--- src/rtl/mips_alu_pkg.sv ---
// Shared definitions for the iterative divider: FSM state encoding and the
// quotient value reported for a zero divisor.
package mips_alu_pkg;

   typedef enum logic [1:0] {
      IDLE = 2'd0,
      RUN  = 2'd1,
      DONE = 2'd2
   } div_state_t;

   // Wide enough for the largest legal WIDTH; users slice the low bits.
   localparam logic [63:0] DIV0_QUOT = '1;

endpackage

--- src/rtl/div_step.sv ---
// One restoring-division step: shift the next dividend bit into the partial
// remainder, subtract the divisor when it fits, and shift out a quotient bit.
module div_step #(
   parameter int WIDTH = 32
) (
   input  logic [WIDTH-1:0] rem_in,
   input  logic [WIDTH-1:0] work_in,
   input  logic [WIDTH-1:0] dsr,
   output logic [WIDTH-1:0] rem_out,
   output logic [WIDTH-1:0] work_out
);

   logic [WIDTH:0] shifted;
   logic [WIDTH:0] diff;
   logic           borrow;

   // rem_in < dsr always holds, so a non-borrowing difference fits in WIDTH bits.
   always_comb begin
      shifted  = {rem_in, work_in[WIDTH-1]};
      diff     = shifted - {1'b0, dsr};
      borrow   = diff[WIDTH];
      rem_out  = borrow ? shifted[WIDTH-1:0] : diff[WIDTH-1:0];
      work_out = {work_in[WIDTH-2:0], ~borrow};
   end

endmodule

--- src/rtl/iter_div.sv ---
// Iterative restoring divider, signed or unsigned, one quotient bit per cycle.
// Define ITER_DIV_REM_EN to drive the remainder output; otherwise it is tied to 0.
module iter_div
   import mips_alu_pkg::*;
#(
   parameter int WIDTH = 32,
   parameter int CNT_W = $clog2(WIDTH + 1)
) (
   input  logic             clk1,
   input  logic             rst_n,
   input  logic             in_valid,
   output logic             in_ready,
   input  logic             signed_op,
   input  logic [WIDTH-1:0] dividend,
   input  logic [WIDTH-1:0] divisor,
   output logic             out_valid,
   input  logic             out_ready,
   output logic [WIDTH-1:0] quotient,
   output logic [WIDTH-1:0] remainder,
   output logic             div_zero
);

   function automatic logic [WIDTH-1:0] apply_sign(input logic [WIDTH-1:0] mag,
                                                   input logic             neg);
      return neg ? (~mag + WIDTH'(1)) : mag;
   endfunction

   div_state_t       state, state_nxt;
   logic [CNT_W-1:0] cnt;
   logic             neg_q;
   logic [WIDTH-1:0] work;
   logic [WIDTH-1:0] dsr;
   logic [WIDTH-1:0] part_rem;
   logic [WIDTH-1:0] step_rem;
   logic [WIDTH-1:0] step_work;
   logic [WIDTH-1:0] q_out;
   logic             dz_out;

   logic             accept;
   logic             last_step;
   logic             dvd_neg;
   logic             dsr_neg;
   logic             dsr_zero;
   logic [WIDTH-1:0] dvd_mag;
   logic [WIDTH-1:0] dsr_mag;

   always_comb begin
      accept    = in_valid && (state == IDLE);
      last_step = (state == RUN) && (cnt == CNT_W'(WIDTH - 1));
      dvd_neg   = signed_op && dividend[WIDTH-1];
      dsr_neg   = signed_op && divisor[WIDTH-1];
      dsr_zero  = (divisor == '0);
      dvd_mag   = apply_sign(dividend, dvd_neg);
      dsr_mag   = apply_sign(divisor, dsr_neg);
   end

   div_step #(
      .WIDTH(WIDTH)
   ) u_step (
      .rem_in  (part_rem),
      .work_in (work),
      .dsr     (dsr),
      .rem_out (step_rem),
      .work_out(step_work)
   );

   always_ff @(posedge clk1) begin
      if (!rst_n) state <= IDLE;
      else        state <= state_nxt;
   end

   always_comb begin
      state_nxt = state;
      in_ready  = 1'b0;
      out_valid = 1'b0;
      case (state)
         IDLE: begin
            in_ready = 1'b1;
            if (in_valid) state_nxt = dsr_zero ? DONE : RUN;
         end
         RUN: begin
            if (last_step) state_nxt = DONE;
         end
         DONE: begin
            out_valid = 1'b1;
            if (out_ready) state_nxt = IDLE;
         end
         default: state_nxt = IDLE;
      endcase
   end

   // Working registers: operands are captured only on acceptance, so input
   // changes during RUN/DONE cannot disturb an in-flight divide.
   always_ff @(posedge clk1) begin
      if (!rst_n) begin
         cnt      <= '0;
         neg_q    <= 1'b0;
         work     <= '0;
         dsr      <= '0;
         part_rem <= '0;
         q_out    <= '0;
         dz_out   <= 1'b0;
      end else if (accept) begin
         cnt      <= '0;
         neg_q    <= dvd_neg ^ dsr_neg;
         work     <= dvd_mag;
         dsr      <= dsr_mag;
         part_rem <= '0;
         dz_out   <= dsr_zero;
         if (dsr_zero) q_out <= DIV0_QUOT[WIDTH-1:0];
      end else if (state == RUN) begin
         cnt      <= cnt + CNT_W'(1);
         work     <= step_work;
         part_rem <= step_rem;
         if (last_step) q_out <= apply_sign(step_work, neg_q);
      end
   end

`ifdef ITER_DIV_REM_EN
   logic             neg_r;
   logic [WIDTH-1:0] r_out;

   // Remainder takes the dividend's sign; a zero divisor passes the raw dividend.
   always_ff @(posedge clk1) begin
      if (!rst_n) begin
         neg_r <= 1'b0;
         r_out <= '0;
      end else if (accept) begin
         neg_r <= dvd_neg;
         if (dsr_zero) r_out <= dividend;
      end else if (last_step) begin
         r_out <= apply_sign(step_rem, neg_r);
      end
   end

   assign remainder = r_out;
`else
   assign remainder = '0;
`endif

   assign quotient = q_out;
   assign div_zero = dz_out;

endmodule

--- config.mk ---
export PLATFORM = sky130hd
export DESIGN_NAME = iter_div
export DESIGN_NICKNAME = d
export VERILOG_FILES = /design/src/rtl/mips_alu_pkg.sv /design/src/rtl/div_step.sv /design/src/rtl/iter_div.sv
export SDC_FILE = /design/constraint.sdc
export NUM_CORES = 1
export LEC_CHECK = 0
export ABC_CLOCK_PERIOD_IN_PS = 3750
export CAP_MARGIN = 20
export CORE_AREA = 3 3 142 144
export DETAILED_ROUTE_END_ITERATION = 7
export DIE_AREA = 0 0 145 147
export PLACE_DENSITY = 0.81
export SYNTH_ARGS = -nofsm -noshare
export SYNTH_HDL_FRONTEND = slang
export SYNTH_SLANG_ARGS = --single-unit
--- constraint.sdc ---
create_clock -name clk1 -period 3.75 [get_ports clk1]
set_input_delay 0.5625 -clock clk1 [delete_from_list [all_inputs] [get_ports clk1]]
set_output_delay 0.5625 -clock clk1 [all_outputs]
set_load 0.03 [all_outputs]
# --- Word level (Yosys, flattened, before mapping) ---
# Cells that the tools add are included.
op_classes:
  addsub: 5
  n_eq_ne: 7
  n_mux: 17
  bitwise: 6
  n_reduce_logical: 11
op_table:
  columns: ["op", "n"]
  rows:
  - ["two-way mux 32 bit", 10]
  - ["adder 32 x 1 -> 32 bit, second input constant", 3]
  - ["inverter 32 bit", 3]
  - ["subtractor 33 x 32 -> 33 bit", 1]
  - ["logical NOT 32 bit", 1]
  - ["two-way mux 2 bit", 4]
  - ["adder 6 x 1 -> 6 bit, second input constant", 1]
  - ["equality test 6 x 5 -> 1 bit, second input constant", 1]
  - ["!= test 2 bit, second input constant", 3]
  - ["one-hot mux 2 bit (3 select lines)", 1]
  - ["AND reduction 3 bit", 2]
  - ["logical AND 1 bit", 4]
  - ["nonzero test 2 bit", 2]
  - ["equality test 2 x 1 -> 1 bit, second input constant", 1]
  - ["equality test 2 bit, second input constant", 1]
  - ["logical NOT 2 bit", 1]
  - ["two-way mux 1 bit", 2]
  - ["!= test 2 x 1 -> 1 bit, second input constant", 1]
  - ["inverter 1 bit", 2]
  - ["OR reduction 2 bit", 1]
  - ["bitwise XOR 1 bit", 1]
totals:
  register_bits: 138
  inputBits: 69
  output_inout_bits: 67
  word_cells: 54

# --- Logic depth before layout (Yosys ltp) ---
# Gate-level depths: netlist of run 1.
logic_depth:
  ltp_word: 8
  mapped_depth: 20
  depth_no_buf: 17

# --- Cells and area by module ---
# Synthesis of run 1 repeated with hierarchy kept, for this count alone.
hier_totals:
  cells_unflattened: 1261
  area_unflattened_um2: 10143.5
by_module_without_submodules:
  columns: ["mod", "n_inst", "cells_each", "area_each_um2", "seq_area_each_um2"]
  rows:
  - ["iter_div", 1, 925, 7547.2, 2762.6]
  - ["div_step", 1, 336, 2596.2, 0.0]

# --- Worst setup path after synthesis of run 1 ---
# OpenSTA, ideal clock, no wires.
synth_timing:
  path_kind: "flip-flop to flip-flop"
  startpoint: "register work[31]"
  endpoint: "register q_out[18], in the netlist quotient[18]"
  arrival_time_ns: 3.778
  required_time_ns: 3.631
  slack_ns: -0.147
  path_stages_with_launch: 19
  n_path_buf: 3
  period_less_slack_ns: 3.897
  path_cell_list: "dfxtp_1 -> inv_1 -> ha_1 -> fa_1 -> nor2b_1 -> o31a_1 -> o2111ai_1 -> a211oi_1 -> o2111ai_1 -> and3_1 -> clkbuf_1 -> inv_1 -> buf_2 -> buf_2 -> ha_1 -> nand3_1 -> o41ai_1 -> xnor2_1 -> o221a_2"
synth_between:
  elab_chain_len: 8
synth_rtl:
  columns: ["element", "line_no", "source"]
  rows:
  - ["start: declaration", "iter_div.sv:31", "logic [WIDTH-1:0] work;"]
  - ["start signal: assignment", "iter_div.sv:106", "work <= dvd_mag;"]
  - ["start signal: assignment", "iter_div.sv:113", "work <= step_work;"]
  - ["subtractor 33 x 32 -> 33 bit", "div_step.sv:20", "diff = shifted - {1'b0, dsr};"]
  - ["inverter 1 bit", "div_step.sv:23", "work_out = {work_in[WIDTH-2:0], ~borrow};"]
  - ["inverter 32 bit", "iter_div.sv:25", "return neg ? (~mag + WIDTH'(1)) : mag;"]
  - ["adder 32 x 1 -> 32 bit", "iter_div.sv:25", null]
  - ["two-way mux 32 bit", "iter_div.sv:25", null]
  - ["two-way mux 32 bit", "iter_div.sv:115", "if (last_step) q_out <= apply_sign(step_work, neg_q);"]
  - ["two-way mux 32 bit", "iter_div.sv:111", "end else if (state == RUN) begin"]
  - ["two-way mux 32 bit", "iter_div.sv:103", "end else if (accept) begin"]
  - ["end signal: assignment", "iter_div.sv:110", "if (dsr_zero) q_out <= DIV0_QUOT[WIDTH-1:0];"]
  - ["end signal: assignment", "iter_div.sv:115", null]
  - ["end: declaration", "iter_div.sv:36", "logic [WIDTH-1:0] q_out;"]
# Every way passes these cells. The select of a mux whose other input is x is not followed.
# A chain may end at the register's enable or synchronous reset.

# --- Final worst setup path of run 1 ---
layout_timing:
  startpoint: "register work[31]"
  endpoint: "register part_rem[17]"
layout_between:
  elab_chain_len: 2
layout_rtl:
  columns: ["element", "line_no", "source"]
  rows:
  - ["subtractor 33 x 32 -> 33 bit", "div_step.sv:20", null]
  - ["two-way mux 32 bit", "div_step.sv:22", "rem_out = borrow ? shifted[WIDTH-1:0] : diff[WIDTH-1:0];"]
  - ["end signal: assignment", "iter_div.sv:114", "part_rem <= step_rem;"]
  - ["end: declaration", "iter_div.sv:33", "logic [WIDTH-1:0] part_rem;"]
# Every way passes these cells.

==> metrics.yaml, run 1 <==
rsz0062_at_grt: "no"
synth_edf_count: 0
clk_path_buf_depth: 2
fmax_mhz: 284
seq_power_share_pct: 34.5
peakVddDrop_uv: 318
critical_path.startpoint_type: "flop"
grt_max_degree: 90
crit_buf_inv: 4
die_area_sq_um: 21300
status: "finished clean"
worst_path_most_repeated_cell: "buf_4"
power.internal_mw: 3.19
grtUsageTotal_pct: 22.9
setup_viol: 0
layout_common_cells: "dfxtp_1 (138), nand2_1 (135), a21oi_1 (105)"
ys_ff_latch: 138
coreArea_sq_um: 18800
cts_tree: "done"
postCtsHoldBufs: 0
p_total_mw: 4.78
drc_errors: 0
power.leakage_nw: 4.50
hold_path.class: "reg -> reg"
max_slew.worst_pin.slew_ns: 0.830
crit_path_cell_trace: "inv_1, ha_1, fa_1, nor2b_2, o31a_1, o2111ai_1, a211oi_2, buf_4, o41a_1, and3_1, buf_4, buf_4, mux2i_1, a21oi_1"
yosys.cell_types.count: 58
drive_gt1_share_pct: 6.26
final_common_cell: "dfxtp_1"
clkTransAtPathRegs_ns: 0.06
fin_tns_setup_ns: 0
grt_util_met1_pct: 32.3
critPathRequiredTime_ns: 4.03
dieWidth_um: 145
yosysWarnings: 0
insertion_delay_ns: 0.43
vias_per_cell: 5.85
p_switching_mw: 1.59
num_rows: 50
cts_max_level: 4
skew_ns: 0.0137
max_stage_delay_ns: 0.40
grt_pass1_wl_um: 41100
antenna_left: 0
cp_slowest_cell: "fa_1"
first_iter_violations: 926
diodes: 0
gp_congestion: 0.933
numCtsBuffers: 17
yosysSeqAreaShare_pct: 29.4
period_needed_ns: 3.52
routed_wl_um: 25600
root_buffer: "clkbuf_16"
sw_frac_of_total_pct: 33.3
use_met3_pct: 4.87
crit_family: "compound AO/OA/AOI/OAI gates"
netlist_area_sq_um: 9410
drv_slew: 0
end_kind: "flop"
cts.sinks: 138
syn_to_final_growth_pct: 19.2
pwr_density_cell_nw_per_um2: 427
grt_remaining_overflow: 0
worst-endpoint-arrival_ns: 3.79
first_pass_iters: 6
placed_area_sq_um: 10500
grt_pass1_vias: 8381
comb_power_share_pct: 28.9
ioPinCount: 136
grt-busiest-layer: "met2"
crit_fanout: 27
finalHoldViolCount: 0
fin_nets: 1387
ys_async_sr_fraction_pct: 0
n_fill_cell: 1653
stdcell_area_sq_um: 11200
die_height_um: 147
syn_area_per_cell_sq_um: 7.76
io_buffers: 103
synthFlopType: "dfxtp_1"
path_class: "reg -> reg"
clkPwrFrac_pct: 36.6
period_share_pct: 93.7
use_met2_pct: 36.0
slew-limit-headroom_pct: 44.7
wl_per_cell_um: 16.4
postSynthCellCount: 1212
floorplan.initialDensity_pct: 49.9
grt_antenna_before_repair: 0
max_cap_violations: 0
num_vias: 9089
dp_hpwl_um: 18200
==> synthesized netlist by cell type (16+ instances only) <==
master | count | area, sq um
xnor2_1 | 53 | 464
a21oi_1 | 105 | 526
o21ai_0 | 95 | 475
nor3_1 | 16 | 80.1
ha_1 | 36 | 450
nand3_1 | 35 | 175
o211a_1 | 37 | 370
or3_1 | 19 | 119
xor2_1 | 47 | 412
buf_4 | 32 | 240
nand2_1 | 135 | 507
dfxtp_1 | 138 | 2760
o31ai_1 | 19 | 143
inv_1 | 50 | 188
nor2_1 | 70 | 263
mux2i_1 | 21 | 210
and2_1 | 27 | 169
a211oi_1 | 17 | 128
clkbuf_1 | 65 | 244
==> per-layer routing <==
layer / wire (um) / vias up
li1: - / 4439
met1: 12000 / 4266
met2: 11300 / 357
met3: 1920 / 27
met4: 303 / 0
met5: 0 / -
==> timing repair <==
| action | 4_1_cts | 5_1_grt |
|---|---|---|
| endpoints found under the setup margin | 0 | 12 |
| gates resized for setup | 0 | 7 |
| buffers inserted | 0 | 1 |
| hold endpoints to repair | 0 | 0 |
==> flip-flops by register name (all words and copies together) (netlist names) <==
signal,count
cnt,6
neg_q,1
work,32
part_rem,32
quotient,32
div_zero,1
dsr,32
state,2
==> worst reg2reg max path: cells and delay by family (launching register included) <==
family | cells | cell delay [ns]
buffers and inverters | 4 | 0.92
flip-flops | 1 | 0.35
AND/OR/NAND/NOR | 2 | 0.34
multiplexers | 1 | 0.22
adder cells (fa/ha/maj) | 2 | 0.60
AO/OA/AOI/OAI | 5 | 0.94
==> cells by family (layout without fill, tap and decap cells) <==
group                      after synthesis  in the layout  synth area share, %
AOI/OAI and AO/OA                      382            382                 26.8
muxes                                   21             21                 2.23
and+or+nand+nor                        379            379                 19.7
other                                    1             32               0.0399
DFF                                    138            138                 29.4
buffers and inverters                  154            205                 7.50
xor gates and xnor gates               100            100                 9.31
adders and majority gates               37             37                 5.00
==> worst paths after layout <==
path / start / end / slack, ns / depth (start not counted)
setup / recovery: work[31] / part_rem[17] / 0.23 / 14
hold / removal: part_rem[18] / part_rem[18] / 0.48 / 2
setup reg to reg: work[31] / part_rem[17] / 0.23 / 14
hold reg to reg: part_rem[18] / part_rem[18] / 0.48 / 2
==> final cells by class <==
type                    instances  area (sq um)  share of cell area [%]
multi-input cells             951          6120                    54.6
clock buffers                  19           443                    3.95
well taps                     260           325                    2.90
clock inverters                13           166                    1.48
repair buffers                123          1210                    10.8
inverters                      50           188                    1.67
flip-flops and latches        138          2760                    24.6
==> stage by stage <==
step | util [%] | instances | setup WS, ns | hold WS (ns)
6_report | 59.5 | 1554 | 0.235 | 0.476
3_3_place_gp | 55.9 | 1520 | 0.212 | 0.450
4_1_cts | 59.2 | 1552 | 0.0881 | 0.478
3_5_place_dp | 55.9 | 1520 | 0.0999 | 0.470
5_1_grt | 59.5 | 1554 | 0.000177 | 0.497
2_1_floorplan | - | 1243 | 0.00757 | 0.441
==> power by group through the flow <==
stage          clock network [mW]  registers [mW]  logic (mW)
3_5_place_dp                    0            1.68        1.33
6_report                     1.75            1.65        1.38
5_1_grt                      1.82            1.66        1.53
3_3_place_gp                    0            1.67        1.31
4_1_cts                      1.76            1.65        1.34
2_1_floorplan                   0            1.64        1.03
(Power assumes the default switching activity.)
==> run 2, diff against run 1 <==
Settings changed: PLACE_DENSITY 0.81 to 0.76.
==> run 2 against run 1 <==
Non-clock buffer count rose by 4; highest routed layer unchanged; via count shrank 1.1%; count of clock-buffer cells in the layout unchanged.
==> metrics.yaml, run 2 (synthesis gave the netlist of run 1 again) <==
status: "finished clean"
grt_pass1_wl_um: 41400
max_cap_violations: 0
n_fill_cell: 1686
coreArea_sq_um: 18800
drv_slew: 0
crit_family: "compound AO/OA/AOI/OAI gates"
holdPathStages: 2
drc_errors: 0
diodes: 0
grtUsageTotal_pct: 23.3
root_buffer: "clkbuf_16"
rsz0062_at_grt: "yes"
num_vias: 8989
dp_hpwl_um: 18200
drive_gt1_share_pct: 6.32
max_stage_delay_ns: 0.41
vias_per_cell: 5.77
finish.utilization_pct: 59.3
slew-limit-headroom_pct: 46.7
cts.sinks: 138
floorplan.initialDensity_pct: 49.9
reg2reg_slack_ns: 0.16
max_slew.worst_pin.slew_ns: 0.799
first_iter_violations: 802
wl_per_cell_um: 16.3
setup_viol: 0
hold_ws_ns: 0.472
pwr_density_cell_nw_per_um2: 420
stdcell_area_sq_um: 11200
grt_remaining_overflow: 0
insertion_delay_ns: 0.43
critPathRequiredTime_ns: 4.07
skew_ns: 0.0106
final_common_cell: "dfxtp_1"
path_class: "reg -> reg"
ff2ff_path_depth: 16
power.leakage_nw: 4.50
postCtsHoldBufs: 0
num_rows: 50
antenna_left: 0
io_buffers: 103
worst-endpoint-arrival_ns: 3.91
clk_path_buf_depth: 2
grt_max_degree: 73
grt_antenna_before_repair: 0
crit_buf_inv: 3
layout_common_cells: "dfxtp_1 (138), nand2_1 (135), a21oi_1 (105)"
clkTransAtPathRegs_ns: 0.06
critical_path.startpoint_type: "flop"
die_height_um: 147
numCtsBuffers: 17
hold_end: "dsr[31]"
cts_max_level: 4
finalHoldViolCount: 0
fin_tns_setup_ns: 0
cts_tree: "done"
syn_to_final_growth_pct: 18.8
peakVddDrop_uv: 362
placed_area_sq_um: 10600
first_pass_iters: 5
period_share_pct: 95.7
fin_nets: 1391
min_from: "dsr[31]"
end_kind: "flop"
routed_wl_um: 25500
hold_path.class: "reg -> reg"
crit_fanout: 6
fmax_mhz: 279
period_needed_ns: 3.59
dieWidth_um: 145
place_inst: 1525
ioPinCount: 136
gp_congestion: 0.909
crit_path_cell_trace: "inv_1, ha_1, fa_1, nor2b_2, o31a_1, o2111ai_1, a211oi_2, buf_4, o2111ai_1, and3_1, inv_1, ha_1, nand3_2, o41ai_2, xnor2_1, o221a_2"
die_area_sq_um: 21300
timing.rr.start: "work[31]"
layout.cells.non_filler: 1558
cp_slowest_cell: "fa_1"
r2r_end: "quotient[18]"
grt_pass1_vias: 8174
[run 2: area by class of cell]
cell class / instances / area [sq um] / share of cell area (%)
Clock buffer: 19 / 443 / 3.97
Multi-Input combinational cell: 951 / 6090 / 54.5
Clock inverter: 13 / 145 / 1.30
Inverter: 50 / 188 / 1.68
Timing Repair Buffer: 127 / 1220 / 10.9
Tap cell: 260 / 325 / 2.91
Sequential cell: 138 / 2760 / 24.7
[run 2: worst min-delay path, delay by kind of cell, from the launching register on]
family / cells / cell delay (ns)
DFF: 1 / 0.31
AOI/OAI and AO/OA: 1 / 0.06
and+or+nand+nor: 1 / 0.05
[run 2: worst max path at each step]
| stage | end | from | slack (ns) | depth (start not counted) |
|---|---|---|---|---|
| final | quotient[18] | work[31] | 0.16 | 16 |
| after detailed placement | quotient[15] | divisor[6] | 0.13 | 11 |
| after floorplan | quotient[18] | work[31] | 0.008 | 18 |
| after global routing | quotient[18] | work[31] | -0.04 | 16 |
| after CTS | quotient[18] | work[31] | 0.06 | 15 |
| after global placement | quotient[30] | work[31] | 0.24 | 17 |
[run 2: metal layers]
layer / track usage (%) / vias up / share of wire [%] / wire length [um]
li1: - / 4435 / - / -
met5: 0 / - / 0 / 0
met3: 5.34 / 29 / 7.8 / 2000
met2: 35.9 / 327 / 44 / 11200
met1: 32.8 / 4198 / 47 / 11900
met4: 6.75 / 0 / 1.5 / 376
[run 2: what timing repair did]
item                                    CTS  global route
endpoints found under the setup margin    0            11
setup buffers                             0             1
resized for setup                         0             2
[run 2: where the power goes]
| group | switching [mW] | internal (mW) | leakage [nW] | total [mW] |
|---|---|---|---|---|
| sequential | 0.0971 | 1.55 | 1.13 | 1.65 |
| clock | 0.676 | 1.00 | 0.280 | 1.68 |
| combinational | 0.807 | 0.562 | 3.09 | 1.37 |
| total | 1.58 | 3.12 | 4.50 | 4.70 |
[run 2: through the flow]
step                total power, mW  worst slack [ns]
floorplan                      2.67           0.00757
global placement               2.99             0.237
detailed placement             3.01             0.125
CTS                            4.69            0.0616
global route                   4.93           -0.0372
finish                         4.70             0.160
==> edit 1: new RTL, config.mk and constraints of run 1 <==
`WIDTH` is set to 32 in 2 places; all go to 16.
--- a/src/rtl/div_step.sv
+++ b/src/rtl/div_step.sv
@@ -1,7 +1,7 @@
 // One restoring-division step: shift the next dividend bit into the partial
 // remainder, subtract the divisor when it fits, and shift out a quotient bit.
 module div_step #(
-   parameter int WIDTH = 32
+   parameter int WIDTH = 16
 ) (
    input  logic [WIDTH-1:0] rem_in,
    input  logic [WIDTH-1:0] work_in,
--- a/src/rtl/iter_div.sv
+++ b/src/rtl/iter_div.sv
@@ -3,7 +3,7 @@
 module iter_div
    import mips_alu_pkg::*;
 #(
-   parameter int WIDTH = 32,
+   parameter int WIDTH = 16,
    parameter int CNT_W = $clog2(WIDTH + 1)
 ) (
    input  logic             clk1,
Interface: changed (resized dividend, divisor, quotient and remainder); port bits go from 136 to 72. No check against the original RTL was run, so the function may have changed too.
==> edit 1 against run 1 <==
Non-clock buffer count is 61 lower; via count is 49% lower; synthesized cell count is 48% lower; synthesized area is 46% lower; fmax is 4.5% higher; worst setup slack better by 150 ps; design area is 46% lower; critical path type unchanged; routed wire length is 50% lower; sequential cell count is 65 lower; hold slack worse by 5.4 ps; total power is 45% lower; largest power group is now registers; critical path depth is 1 lower.
==> edit 1: results (changes against run 1) <==
OUTCOME
----------------------------------------------------------------------
Result of the run ....................................... finished clean   unchanged

TIMING
----------------------------------------------------------------------
Final worst clock skew ..................................     5.970 ps   was 13.65 ps
WHS .....................................................     470.7 ps   was 476.1 ps

SYNTH
----------------------------------------------------------------------
Proportion of synthesized chip area in sequential cells .       28.90%   was 29.37%
Number of unique standard cell types used by synthesis ..           62   was 58
Main area contributors after synthesis .................. dfxtp_1 (29%), nand2_1 (5.6%), xor2_1 (5.5%)   was dfxtp_1 (29%), a21oi_1 (5.6%), nand2_1 (5.4%)

PLACE
----------------------------------------------------------------------
Port Buffer Count .......................................           55   was 103

FINAL LAYOUT
----------------------------------------------------------------------
Filler Cells Inserted ...................................         1930   was 1653
Layout cells sized above 1 ..............................       6.577%   was 6.260%
Final Net Count .........................................          723   was 1387

GRT
----------------------------------------------------------------------
Wire length of the first global-routing pass ............     21.10 mm   was 41.14 mm
Global router's overall resource usage ..................       11.76%   was 22.91%
Largest net degree at the start of global routing .......           44   was 90

CRITICAL PATH
----------------------------------------------------------------------
Worst R2R End ...........................................  quotient[6]   was part_rem[17]
Maximum fanout along the worst path .....................            7   was 27
Worst r2r src ...........................................       dsr[9]   was work[31]
Arrival @ worst endpoint ................................      3590 ps   was 3790 ps
Worst reg-to-reg path cell count ........................           13   was 14

POWER AND IR DROP
----------------------------------------------------------------------
Worst vdd ir ............................................  0.0001970 V   was 0.0003178 V
Leakage .................................................     2.491 nW   was 4.499 nW

CLOCK TREE
----------------------------------------------------------------------
Number of buffers inserted during clock tree synthesis ..            9   was 17
Htree depth .............................................            3   was 4
Clock Latency Late Sink .................................       340 ps   was 430 ps

ROUTE
----------------------------------------------------------------------
1st-pass router iterations ..............................            5   was 6
Vias per Instance .......................................        4.990   was 5.849
Initial drt markers .....................................          232   was 926

HOLD PATH
----------------------------------------------------------------------
Startpoint of the lowest-slack hold path ................       dsr[0]   was part_rem[18]

-- edit 1: cell types whose count changed after synthesis, sizes merged, moves of 16 or more --
cell | run 1 | this run
or3 | 21 | 5
buf | 39 | 22
and2 | 27 | 5
o21ai | 96 | 42
nand2 | 135 | 75
dfxtp | 138 | 73
xnor2 | 53 | 22
a21oi | 105 | 46
clkbuf | 65 | 28
nor2 | 70 | 29
inv | 50 | 32
-- edit 1: through the flow --
step,setup slack [ps],std cells,area [um^2]
after global routing,154.6,929,6077
after global placement,413.3,913,5781
final,385.3,929,6077
after detailed placement,347.9,913,5781
after floorplan,611.7,641,5114
after CTS,395.1,929,6077
-- edit 1: worst max-delay path by stage --
stage | from | to | slack (ps) | depth (start not counted)
6_report | dsr[9] | quotient[6] | 390 | 13
5_1_grt | dsr[9] | quotient[6] | 150 | 13
4_1_cts | dsr[9] | quotient[6] | 400 | 13
3_5_place_dp | divisor[0] | quotient[15] | 350 | 10
3_3_place_gp | divisor[0] | quotient[15] | 410 | 10
2_1_floorplan | dsr[9] | quotient[6] | 610 | 13
-- edit 1: cells by family after synthesis --
family                   after synthesis  share of synthesized area, %
buffers and inverters                 82                         7.645
multiplexers                          16                         3.191
AO/OA/AOI/OAI                        181                         25.36
AND/OR/NAND/NOR                      197                         19.52
flip-flops                            73                         28.90
adder cells (fa/ha/maj)               22                         5.591
XOR/XNOR                              54                         9.723
other                                  1                       0.07415
-- edit 1: worst max-delay path, cell delays in order (launching register included) --
cell	delay, ps
dfxtp_1	330
inv_1	40
ha_1	370
a211o_1	310
a2111o_1	430
a21oi_4	260
nor2b_4	280
xnor2_4	80
inv_2	130
ha_1	170
nand2b_1	140
o41ai_1	340
xnor2_1	110
o221a_2	240
-- edit 1: metal layers --
| metal | vias to the layer above | track usage, % | routed length, um |
|---|---|---|---|
| li1 | 2307 | - | - |
| met4 | 0 | 3.230 | 161 |
| met5 | - | 0 | 0 |
| met1 | 2189 | 15.93 | 6017 |
| met3 | 15 | 2.313 | 617 |
| met2 | 125 | 19.18 | 5976 |
-- edit 1: cell type report --
cell class                      instances  area (um^2)  share of cell area (%)
Sequential cell                        73         1461                   24.05
Timing Repair Buffer                   62        603.1                   9.924
Clock buffer                           10        239.0                   3.932
Inverter                               32        120.1                   1.977
Multi-Input combinational cell        486         3271                   53.82
Tap cell                              260        325.3                   5.353
Clock inverter                          6        57.56                  0.9471
-- edit 1: power breakdown --
group / internal [W] / total (W) / switching, W
clock: 0.000528 / 0.000861 / 0.000333
combinational: 0.000361 / 0.000862 / 0.000501
sequential: 0.000830 / 0.000893 / 0.0000623
==> edit 2: new RTL, flow settings as in run 1 <==
Without the edit above. Re-encode `div_state_t` (3 states) as one-hot, 3 bits wide.
--- a/src/rtl/mips_alu_pkg.sv
+++ b/src/rtl/mips_alu_pkg.sv
@@ -2,10 +2,10 @@
 // quotient value reported for a zero divisor.
 package mips_alu_pkg;
 
-   typedef enum logic [1:0] {
-      IDLE = 2'd0,
-      RUN  = 2'd1,
-      DONE = 2'd2
+   typedef enum logic [2:0] {
+      IDLE = 3'b001,
+      RUN  = 3'b010,
+      DONE = 3'b100
    } div_state_t;
 
    // Wide enough for the largest legal WIDTH; users slice the low bits.
Behaviour: no difference found for any inputs over 10 cycles, from zero or initial values and one cycle with rst_n low; not proved beyond that.
==> edit 2 against run 1 <==
The flow now finishes with violations (negative setup slack); worst setup slack worse by 360 ps; clock skew down 6.3 ps; total power up 0.56%; sequential cell count up 1; die area unchanged; synthesized area up 3.7%; design area up 8.6%; routed wire length up 12%; global-route usage up 2.9 points; critical path type unchanged; highest routed layer unchanged.
==> edit 2: results (changes against run 1) <==
POWER AND IR DROP
-------------------------------------------------------------------------------
Worst vdd ir .....................................................  0.0003349 V   was 0.0003178 V
Net Sw Frac ......................................................       32.59%   was 33.33%
Leakage ..........................................................     5.064 nW   was 4.499 nW

TIMING
-------------------------------------------------------------------------------
Worst path setup slack after routing .............................    -121.3 ps   was 234.6 ps
Relative slew slack ..............................................       33.26%   was 44.66%
Final worst clock skew ...........................................     7.365 ps   was 13.65 ps
Total of endpoints with negative setup slack in the final report .            3   was 0

CLOCK TREE
-------------------------------------------------------------------------------
Clock Path Buffers ...............................................            2   unchanged
Number of buffers inserted during clock tree synthesis ...........           17   unchanged
Clock root cell ..................................................    clkbuf_16   unchanged

PLACE
-------------------------------------------------------------------------------
Placer congestion estimate .......................................       0.9537   was 0.9330
Area after detailed placement ....................................   11410 um^2   was 10530 um^2
Placed wire-length estimate after detailed placement .............     20.24 mm   was 18.17 mm

ROUTE
-------------------------------------------------------------------------------
Top routing layer in use .........................................         met4   unchanged
1st-pass router iterations .......................................            6   unchanged
Post-Route M1 WL .................................................     12.98 mm   was 12.01 mm
Initial drt markers ..............................................         1089   was 926
Routed wire length ...............................................     28.52 mm   was 25.55 mm
Vias per Instance ................................................        5.962   was 5.849
Met3 wirelength from detailed routing ............................     2.684 mm   was 1.921 mm
Routed wl met2 ...................................................     12.31 mm   was 11.31 mm

GRT
-------------------------------------------------------------------------------
Number of global-route vias before repair ........................         9041   was 8381
Global router's overall resource usage ...........................       25.80%   was 22.91%
Largest net degree at the start of global routing ................           77   was 90
Wire length of the first global-routing pass .....................     45.85 mm   was 41.14 mm

HOLD PATH
-------------------------------------------------------------------------------
Hold/Removal Path Class ..........................................      reg2reg   unchanged
Startpoint of the lowest-slack hold path .........................      dsr[31]   was part_rem[18]

FINAL LAYOUT
-------------------------------------------------------------------------------
Filler Cells Inserted ............................................         1536   was 1653
Layout cells sized above 1 .......................................       12.56%   was 6.260%
Final Net Count ..................................................         1510   was 1387
Count of antenna diodes in the layout ............................            0   unchanged

SYNTH
-------------------------------------------------------------------------------
Syn. warnings ....................................................            0   unchanged
Number of unique standard cell types used by synthesis ...........           67   was 58
Proportion of synthesized chip area in sequential cells ..........       28.53%   was 29.37%
Main area contributors after synthesis ........................... dfxtp_1 (29%), a21oi_1 (6.2%), o21ai_0 (5.8%)   was dfxtp_1 (29%), a21oi_1 (5.6%), nand2_1 (5.4%)
Top cells by count, synth ........................................ nand2_1 (149), dfxtp_1 (139), a21oi_1 (121)   was dfxtp_1 (138), nand2_1 (135), a21oi_1 (105)

OUTCOME
-------------------------------------------------------------------------------
Result of the run ................................................ finished with violations   was finished clean
Failing checks ................................................... negative setup slack

CRITICAL PATH
-------------------------------------------------------------------------------
Worst r2r src ....................................................      dsr[21]   was work[31]
Arrival @ worst endpoint .........................................      4170 ps   was 3790 ps
Maximum fanout along the worst path ..............................            3   was 27
Critical setup path kind .........................................      reg2reg   unchanged

-- edit 2: cell count changes after synthesis, sizes merged, moves of 13 or more --
cell,delta
o21ai,+19
a21o,+13
nand2,+14
xor2,-13
a21oi,+16
nor3,+16
nand3,+13
and2,-16
-- edit 2: cell families after synthesis --
group,count (synthesis),synth area share [%]
AO/OA/AOI/OAI,422,28.54
AND/OR/NAND/NOR,391,19.35
buffers and inverters,165,7.620
flip-flops,139,28.53
XOR/XNOR,95,8.531
adder cells (fa/ha/maj),37,4.824
multiplexers,25,2.566
other,1,0.03845
-- edit 2: timing repair --
| action | in CTS | in global routing |
|---|---|---|
| pin swaps | 0 | 12 |
| setup endpoints to repair | 4 | 7 |
| gates resized for setup | 6 | 17 |
| setup buffers | 2 | 3 |
-- edit 2: routing by layer --
layer	global-route usage, %	vias to the layer above
met5	0	-
met4	7.791	0
met3	5.737	40
met2	38.78	488
met1	37.08	4666
li1	-	4804
-- edit 2: worst paths after layout --
check	depth (start not counted)	endpoint	slack [ps]
worst min-delay path	2	dsr[31]	480
worst max register to register	18	quotient[30]	-120
worst min register to register	2	dsr[31]	480
worst max-delay path	18	quotient[30]	-120
-- edit 2: critical path, cell delays in order (launching register included) --
cell and delay, ps:
dfxtp_1 320, inv_1 50, ha_1 330, a21oi_2 150, o21ai_1 100, a2111oi_2 410
nor3_2 110, a21o_1 210, nor3_4 190, nor2_2 90, inv_2 80, ha_4 150
nand2_4 40, or3_4 340, or3_4 340, or3_4 360, o41ai_4 230, xor2_1 170
a21oi_1 70
-- edit 2: final cells by class --
| cell class | count | share of cell area [%] |
|---|---|---|
| inverter | 57 | 1.757 |
| sequential | 139 | 22.88 |
| timing repair buffer | 187 | 14.01 |
| multi-input combinational | 1002 | 53.61 |
| clock inverter | 12 | 1.326 |
| clock buffer | 20 | 3.751 |
| tap | 260 | 2.672 |
-- edit 2: power groups by stage --
stage | clock [W] | combinational [W] | sequential [W]
final | 0.00178 | 0.00135 | 0.00168
after global placement | 0 | 0.00125 | 0.00169
after floorplan | 0 | 0.000924 | 0.00166
after detailed placement | 0 | 0.00128 | 0.00170
after CTS | 0.00179 | 0.00131 | 0.00167
after global routing | 0.00187 | 0.00148 | 0.00168
-- edit 2: per-stage QoR --
step / setup WS, ps / std cells / power [W] / TNS (ps) / util, %
final: -121.3 / 1677 / 0.004810 / -190.5 / 64.66
after global routing: -284.4 / 1677 / 0.005033 / -1014 / 64.66
after CTS: -80.95 / 1674 / 0.004762 / -80.95 / 64.07
after detailed placement: -152.2 / 1640 / 0.002976 / -209.5 / 60.60
after global placement: -57.08 / 1639 / 0.002945 / -57.08 / 60.45
after floorplan: -316.5 / 1306 / 0.002580 / -552.1 / -
